### src/rtl/debounce_edge_detect.sv
// debounce_edge_detect: synchronizes a raw asynchronous input, debounces it, and emits edge pulses.
// Latency: a din change appears on dout/rise/fall SYNC_STAGES + DEBOUNCE_CYCLES enabled edges later.
// Backpressure: none; en only gates qualification (the synchronizer always shifts).
//
// Ports:
//   clk    - rising-edge clock
//   reset  - asynchronous, active-high reset
//   en     - sample enable/tick (tie high for per-clock sampling)
//   din    - raw asynchronous input
//   dout   - debounced, registered level
//   rise   - one-cycle pulse in the cycle dout goes 0->1
//   fall   - one-cycle pulse in the cycle dout goes 1->0
//   busy   - high while a qualification is in progress
//   glitch - one-cycle pulse when a qualification aborts
//
// Optional feature macro: DEBOUNCE_GLITCH_FLAG_EN
//   defined   -> glitch is a registered abort pulse
//   undefined -> glitch is tied to 0 and no abort-flag logic exists

module debounce_edge_detect #(
  parameter int SYNC_STAGES     = 2,
  parameter int DEBOUNCE_CYCLES = 4,
  localparam int CNT_W          = $clog2(DEBOUNCE_CYCLES + 1)
) (
  input  logic clk,
  input  logic reset,
  input  logic en,
  input  logic din,
  output logic dout,
  output logic rise,
  output logic fall,
  output logic busy,
  output logic glitch
);

  typedef enum logic {
    STABLE   = 1'b0,
    COUNTING = 1'b1
  } state_t;

  // Terminal count: the sample that reaches this value is the last one
  // needed to accept the new level.
  localparam logic [CNT_W-1:0] CNT_LAST = CNT_W'(DEBOUNCE_CYCLES - 1);

  logic [SYNC_STAGES-1:0] sync;
  logic                   s;
  state_t                 state;
  logic [CNT_W-1:0]       count;

  // Synchronizer chain: shifts every edge regardless of en so that the
  // metastability-settling time never depends on the sample tick.
  always_ff @(posedge clk or posedge reset) begin
    if (reset) begin
      sync <= '0;
    end else begin
      sync <= {sync[SYNC_STAGES-2:0], din};
    end
  end

  assign s = sync[SYNC_STAGES-1];

  // Qualification FSM. count holds the number of consecutive enabled
  // samples that have disagreed with dout so far.
  always_ff @(posedge clk or posedge reset) begin
    if (reset) begin
      state <= STABLE;
      count <= '0;
      dout  <= 1'b0;
      rise  <= 1'b0;
      fall  <= 1'b0;
    end else begin
      rise <= 1'b0;
      fall <= 1'b0;
      if (en) begin
        case (state)
          STABLE: begin
            if (s != dout) begin
              if (DEBOUNCE_CYCLES == 1) begin
                // A single disagreeing sample is enough: flip right away.
                dout <= s;
                rise <= s;
                fall <= ~s;
              end else begin
                count <= CNT_W'(1);
                state <= COUNTING;
              end
            end
          end
          COUNTING: begin
            if (s == dout) begin
              // Input fell back before qualifying: abandon the attempt.
              count <= '0;
              state <= STABLE;
            end else if (count == CNT_LAST) begin
              dout  <= ~dout;
              rise  <= ~dout;
              fall  <= dout;
              count <= '0;
              state <= STABLE;
            end else begin
              count <= count + 1'b1;
            end
          end
          default: begin
            count <= '0;
            state <= STABLE;
          end
        endcase
      end
    end
  end

  assign busy = (state == COUNTING);

`ifdef DEBOUNCE_GLITCH_FLAG_EN
  // Abort flag: same condition as the COUNTING -> STABLE abort above.
  always_ff @(posedge clk or posedge reset) begin
    if (reset) begin
      glitch <= 1'b0;
    end else begin
      glitch <= en && (state == COUNTING) && (s == dout);
    end
  end
`else
  assign glitch = 1'b0;
`endif

endmodule

### config.mk
export PLATFORM = sky130hd
export DESIGN_NAME = debounce_edge_detect
export DESIGN_NICKNAME = d
export VERILOG_FILES = /design/src/rtl/debounce_edge_detect.sv
export SDC_FILE = /design/constraint.sdc
export NUM_CORES = 1
export LEC_CHECK = 0
export BUFFER_PORTS_ARGS = -buffer_cell sky130_fd_sc_hd__buf_2
export CAP_MARGIN = 30
export CORE_AREA = 2 2 39 41
export DETAILED_ROUTE_END_ITERATION = 10
export DIE_AREA = 0 0 41 43
export MAX_ROUTING_LAYER = met4
export PLACE_DENSITY = 0.54
export SLEW_MARGIN = 20
export SYNTH_ARGS = -nofsm -noshare
export SYNTH_HDL_FRONTEND = slang
export SYNTH_SLANG_ARGS = --single-unit
### constraint.sdc
create_clock -name clk -period 3.4 [get_ports clk]
set_clock_uncertainty 0.2 [all_clocks]
set_input_delay 0.85 -clock clk [delete_from_list [all_inputs] [get_ports clk]]
set_output_delay 0.85 -clock clk [all_outputs]
set_load 0.005 [all_outputs]
==> results of run 1 <==
## cells by family after synthesis
| kind of cell | share of synthesized area, % |
|---|---|
| flops | 58.3 |
| simple gates | 13.6 |
| compound gates | 11.3 |
| mux | 5.50 |
| buf+inv | 2.91 |
| fa+ha+maj | 3.24 |
| other cells | 0.970 |
| xor+xnor | 4.21 |
## layer usage
layer | share of wire [%] | GRT usage, % | up-vias
met4 | 3.6 | 10.0 | 0
met3 | 4.9 | 3.14 | 4
met5 | 0 | - | -
met2 | 50 | 13.8 | 8
li1 | - | - | 126
met1 | 42 | 10.8 | 126
## layout by cell type (no fill, tap or decap), drive strengths merged, types with 2 or more instances in the layout
| cell | netlist | routed |
|---|---|---|
| a21oi | 2 | 2 |
| buf | 1 | 7 |
| clkbuf | 0 | 4 |
| dfrtp | 9 | 9 |
| nor3b | 2 | 2 |
| o21ai | 2 | 2 |
## how the worst max path moves through the flow
stage / start / endpoint / slack, ns
after global placement: en / dout / 1.62
after detailed placement: en / dout / 1.58
after global routing: busy / busy / 1.40
final: busy / busy / 1.48
after floorplan: en / dout / 1.79
after CTS: busy / busy / 1.46
## cell type report
type / count / share of cell area (%)
flip-flops and latches: 9 / 48.9
repair buffers: 7 / 7.61
multi-input cells: 20 / 32.6
inverters: 1 / 0.815
clock buffers: 4 / 5.71
well taps: 16 / 4.35
## through the flow
| stage | hold slack, ns | instances | setup WS [ns] | power (mW) |
|---|---|---|---|---|
| final | 0.155 | 57 | 1.48 | 0.325 |
| after global routing | 0.171 | 57 | 1.40 | 0.357 |
| after CTS | 0.158 | 57 | 1.46 | 0.332 |
| after detailed placement | 0.137 | 53 | 1.58 | 0.247 |
| after global placement | 0.142 | 53 | 1.62 | 0.238 |
| after floorplan | 0.131 | 31 | 1.79 | 0.215 |
## report_power, final
group | internal, mW | switching (mW)
Sequential | 0.130 | 0.0288
Combinational | 0.0457 | 0.0388
Clock | 0.0452 | 0.0363
Total | 0.221 | 0.104
## registers in the layout (all words and copies together) (netlist names)
register / flops
dout: 1
rise: 1
count: 3
fall: 1
busy: 1
sync: 2
==> summary.md, run 1 <==
| Metric | Value |
|---|---|
| Layout Utilization | 33.3% |
| Final nets | 47 |
| Lkg Pwr | 0.227 nW |
| Aggregate global-route resource usage | 10.1% |
| Overall via count from detail_route | 264 |
| Boundary pin count | 9 |
| Number of remaining DRC errors | 0 |
| Clock tree root buffer cell | sky130_fd_sc_hd__clkbuf_4 |
| Maxcap violations | 0 |
| Endpoint kind of the worst setup timing path | primary output |
| Wire length of the first global-routing pass | 1.08 mm |
| Finish-stage setup viols | 0 |
| Crit path kind | reg2out |
| Clock tree from TritonCTS | built |
| Fraction of registers with async set or reset after synthesis | 100% |
| Logic depth of the worst setup path including buffers | 1 |
| RR Startpoint | count[0] |
| Pwr Density | 705 nW/um^2 |
| Storage element area | 225 um^2 |
| Share of the clock period used by the worst path after layout | 56.5% |
| Remaining antenna violation count | 0 |
| Critical-path cell list | buf_2 |
| Clock input transition at the sequential cells of the worst setup and hold paths | 0.06 ns |
| Stage delay of the slowest cell on the critical path | 0.45 ns |
| Total gr overflow | 0 |
| Share of the synthesized area in the top cell type | 58.3% |
| Weighted congestion at the end of routability-driven global placement | 0.697 |
| Cell family with most CP delay | flip-flops |
| Average detailed-routed wire length per instance | 11.1 um |
| Number of clock buffers inserted by TritonCTS | 3 |
| Horizontal die dimension | 41 um |
| Post-Synthesis Mean Instance Area | 12.5 um^2 |
| Dominant cells by area after synthesis | sky130_fd_sc_hd__dfrtp_1, sky130_fd_sc_hd__xor2_2, sky130_fd_sc_hd__nor3b_1, sky130_fd_sc_hd__ha_1, sky130_fd_sc_hd__mux2_2 |
| Max Transition Viols Final | 0 |
| Maximum achievable frequency | 521 MHz |
| Clock sink count | 9 |
| Net count of the mapped netlist | 36 |
| Maximum number of pins on one net before global-route repair | 10 |
| Type of the most critical hold path | reg2reg |
| Non-Filler Cell Area, Final | 460 um^2 |
| Mean number of vias per cell | 4.63 |
| Layout cells sized above 1 | 31.7% |
| Count of TritonRoute iterations in the first routing pass | 1 |
| Number of antenna violations at the first check in global routing | 0 |
| Worst path required time | 2.35 ns |
| Data arrival, critical path | 0.87 ns |
| Capture instance of the worst register-to-register path | dout |
| Final Hold Viols | 0 |
| Hold Path Depth | 0 |
| Initial core utilization | 27.9% |
| Max Buffers Root-to-Sink | 2 |
| Worst path buffer plus inverter count | 1 |
| Std-Cell Rows | 14 |
| Most instantiated flip-flop cell in the synthesis netlist | sky130_fd_sc_hd__dfrtp_1 |
| Setup tns final | 0 ns |
| Status | finished, final reports clean |
| Min-Delay Endpoint | sync[1] |
| Via count of the first global-routing pass | 269 |
| Die Y | 43 um |
| H-tree levels | 1 |
| Number of cells produced by synthesis | 31 |
| Maximum vdd drop | 0.208 mV |
| Unrepaired setup endpoints after global routing | no |
| Sequential cell area fraction in the yosys report | 58.3% |
| Placed cell area | 434 um^2 |
| Latest clock arrival within the worst-skew pair | 0.26 ns |
| Total area of multi-input combinational cells | 150 um^2 |
| Die Outline Area | 1760 um^2 |
| Slowest stage cell on the critical path | sky130_fd_sc_hd__dfrtp_1 |
| Largest area contributor in the synthesized netlist | sky130_fd_sc_hd__dfrtp_1 |
| Quantity of gates resized following cts | 0 |
| Netlist area before placement | 387 um^2 |
| Fillers | 140 |
| Synthesized flop and latch total | 9 |
| Most numerous cell in the Yosys netlist | sky130_fd_sc_hd__dfrtp_1 |
| Number of inserted diodes | 0 |
| # port buffers | 7 |
| Initial DRC Count | 0 |
| Number of synthesized flops with an enable pin | 0 |
| Tmin final | 1.92 ns |
| Yosys cell types | 21 |
| Type of origin of the critical path | flip-flop |
| Hold-fix buffers at CTS | 0 |
| Synthesis Warnings | 0 |
| Total wire length after detailed routing | 631 um |
| Worst-case reg-to-reg path depth | 4 |
| Core footprint | 1380 um^2 |
| Setup fix buffers added after clock tree synthesis | 0 |
| Internal reg-to-reg setup slack | 1.82 ns |
| Area Overhead vs Synth | 19.1% |
| Crit Path Max Fanout | 8 |
| Cell types with the highest counts after synthesis | sky130_fd_sc_hd__dfrtp_1, sky130_fd_sc_hd__a21oi_1, sky130_fd_sc_hd__nor3b_1 |
| Start point of the worst hold path | sync[0] |
Note: power is estimated with default switching activity, not from simulation.
==> run 2, diff against run 1 <==
==> constraint.sdc (replaced) <==
create_clock -name clk -period 1.9 [get_ports clk]
set_clock_uncertainty 0.2 [all_clocks]
set_input_delay 0.475 -clock clk [delete_from_list [all_inputs] [get_ports clk]]
set_output_delay 0.475 -clock clk [all_outputs]
set_load 0.005 [all_outputs]
==> summary.md, run 2 (synthesis gave the netlist of run 1 again) <==
| Metric | Value |
|---|---|
| Count of TritonRoute iterations in the first routing pass | 2 (+1) |
| Lkg Pwr | 0.233 nW (+3.0%) |
| Type of the most critical hold path | in2reg |
| Latest clock arrival within the worst-skew pair | 0.25 ns (about the same) |
| Number of inserted diodes | 0 (unchanged) |
| Aggregate global-route resource usage | 8.90% (-1.2 points) |
| Setup fix buffers added after clock tree synthesis | 0 (unchanged) |
| Clock tree from TritonCTS | built |
| Registers with the highest flip-flop counts | count (3), sync (2) |
| Status | finished, final reports clean |
| Number of remaining DRC errors | 0 (unchanged) |
| Clock input transition at the sequential cells of the worst setup and hold paths | 0.06 ns (about the same) |
| Initial DRC Count | 1 (+1) |
| Sequential cell fraction of total power | 49.2% (+0.3 points) |
| Weighted congestion at the end of routability-driven global placement | 0.601 (-14%) |
| Std-Cell Rows | 14 (unchanged) |
| Maximum vdd drop | 0.497 mV (+140%) |
| Switching component of the power | 0.182 mW (+76%) |
| Die Outline Area | 1760 um^2 (unchanged) |
| Number of clock buffers inserted by TritonCTS | 3 (unchanged) |
| Number of antenna violations at the first check in global routing | 0 (unchanged) |
| Unrepaired setup endpoints after global routing | no |
| # port buffers | 7 (unchanged) |
| Share of the clock period used by the worst path after layout | 83.4% |
| Horizontal die dimension | 41 um (unchanged) |
| Crit Path Max Fanout | 4 (-4) |
| Via count of the first global-routing pass | 267 (-0.74%) |
| Clk network pwr share | 24.3% (-0.8 points) |
| Tmin final | 1.58 ns |
| Maxcap violations | 0 (unchanged) |
| Area Overhead vs Synth | 22.0% |
| Total placed cells including tap cells | 53 (unchanged) |
| Boundary pin count | 9 (unchanged) |
| Initial core utilization | 27.9% (unchanged) |
| Filler-free cell count of the finished design | 58 (+1.8%) |
| Remaining antenna violation count | 0 (unchanged) |
| Max Transition Viols Final | 0 (unchanged) |
| Setup tns final | 0 ns (unchanged) |
| Average detailed-routed wire length per instance | 10.3 um (-7.0%) |
| Crit path kind | reg2reg |
| Total gr overflow | 0 (unchanged) |
| Total wire length after detailed routing | 597 um (-5.4%) |
| Final Power | 0.574 mW (+77%) |
| H-tree levels | 1 (unchanged) |
| Mean number of vias per cell | 4.48 (-3.2%) |
| Layout Utilization | 34.1% (+0.81 points) |
| Internal power summed over all cells | 0.392 mW (+77%) |
| Wire length of the first global-routing pass | 1.03 mm (-5.1%) |
| Maximum achievable frequency | 631 MHz |
| Detailed placement HPWL | 480 um |
| Type of origin of the critical path | flip-flop |
| Combinational share of power | 26.4% (+0.4 points) |
| Pwr Density | 1220 nW/um^2 (+73%) |
| Layout cells sized above 1 | 33.3% (+1.6 points) |
| Core footprint | 1380 um^2 (unchanged) |
| Data arrival, critical path | 1.53 ns (+0.66 ns) |
| Final nets | 48 (+2.1%) |
| Hold slack final | 0.130 ns (-0.0253 ns) |
| Finish-stage setup viols | 0 (unchanged) |
| Clock sink count | 9 (unchanged) |
| Top library cells by usage in the layout, fill and taps aside | sky130_fd_sc_hd__dfrtp_1, sky130_fd_sc_hd__buf_2, sky130_fd_sc_hd__clkbuf_4 |
| Maximum number of pins on one net before global-route repair | 10 (unchanged) |
| Final Hold Viols | 0 (unchanged) |
| Max Buffers Root-to-Sink | 2 (unchanged) |
| Fillers | 149 (+6.4%) |
| Endpoint kind of the worst setup timing path | flip-flop |
| Most flops, register | count |
| Clock tree root buffer cell | sky130_fd_sc_hd__clkbuf_4 |
| Max FFs per register | 3 (unchanged) |
| Overall via count from detail_route | 260 (-1.5%) |
| Die Y | 43 um (unchanged) |
| Switching share of power | 31.8% (-0.22 points) |
| Most common cell after layout, fill and taps aside | sky130_fd_sc_hd__dfrtp_1 |
| Worst path required time | 1.84 ns (-0.51 ns) |
==> run 2: layout make-up <==
type                            instances  area (um^2)  area share [%]
Clock buffer                            3         22.5            4.77
Clock inverter                          1         5.00            1.06
Inverter                                1         3.75           0.796
Multi-Input combinational cell         20          150            31.8
Sequential cell                         9          225            47.7
Tap cell                               16         20.0            4.24
Timing Repair Buffer                    8         45.0            9.55
==> run 2: power by group through the flow <==
| stage | registers, mW | logic [mW] | clock network (mW) |
|---|---|---|---|
| 2_1_floorplan | 0.280 | 0.106 | 0 |
| 3_3_place_gp | 0.280 | 0.146 | 0 |
| 3_5_place_dp | 0.287 | 0.154 | 0 |
| 4_1_cts | 0.283 | 0.156 | 0.147 |
| 5_1_grt | 0.291 | 0.173 | 0.164 |
| 6_report | 0.283 | 0.152 | 0.140 |
==> run 2: critical path, stage by stage (launching register included) <==
cell and delay [ns]:
sky130_fd_sc_hd__dfrtp_1 0.40, sky130_fd_sc_hd__ha_1 0.24, sky130_fd_sc_hd__nor2b_1 0.15, sky130_fd_sc_hd__nand3_1 0.14, sky130_fd_sc_hd__mux2_2 0.34
==> run 2: final timing paths <==
path | from | to | slack (ns) | cells after the start
hold reg to reg | sync[0] | sync[1] | 0.15 | 0
hold / removal | din | sync[0] | 0.13 | 1
min in group asynchronous | reset | sync[1] | 0.52 | 3
setup / recovery | count[0] | dout | 0.32 | 4
max in group asynchronous | reset | sync[0] | 0.74 | 3
setup reg to reg | count[0] | dout | 0.32 | 4
==> run 2: repair_timing <==
action                    CTS  global route
hold endpoints to repair    9             0
hold buffers                1             0
gates resized for setup     0             0
==> run 2: layer usage <==
layer / track usage [%] / up-vias / share of wire, %
met1: 10.2 / 127 / 41
met5: - / - / 0
met3: 1.57 / 0 / 5.9
met4: 6.00 / 0 / 0
li1: - / 128 / -
met2: 13.4 / 5 / 53
==> run 2: metrics by stage <==
step	cell area, um^2	setup WS [ns]
floorplan	387	0.411
global placement	434	0.365
detailed placement	434	0.319
CTS	472	0.307
global route	472	0.257
finish	472	0.315
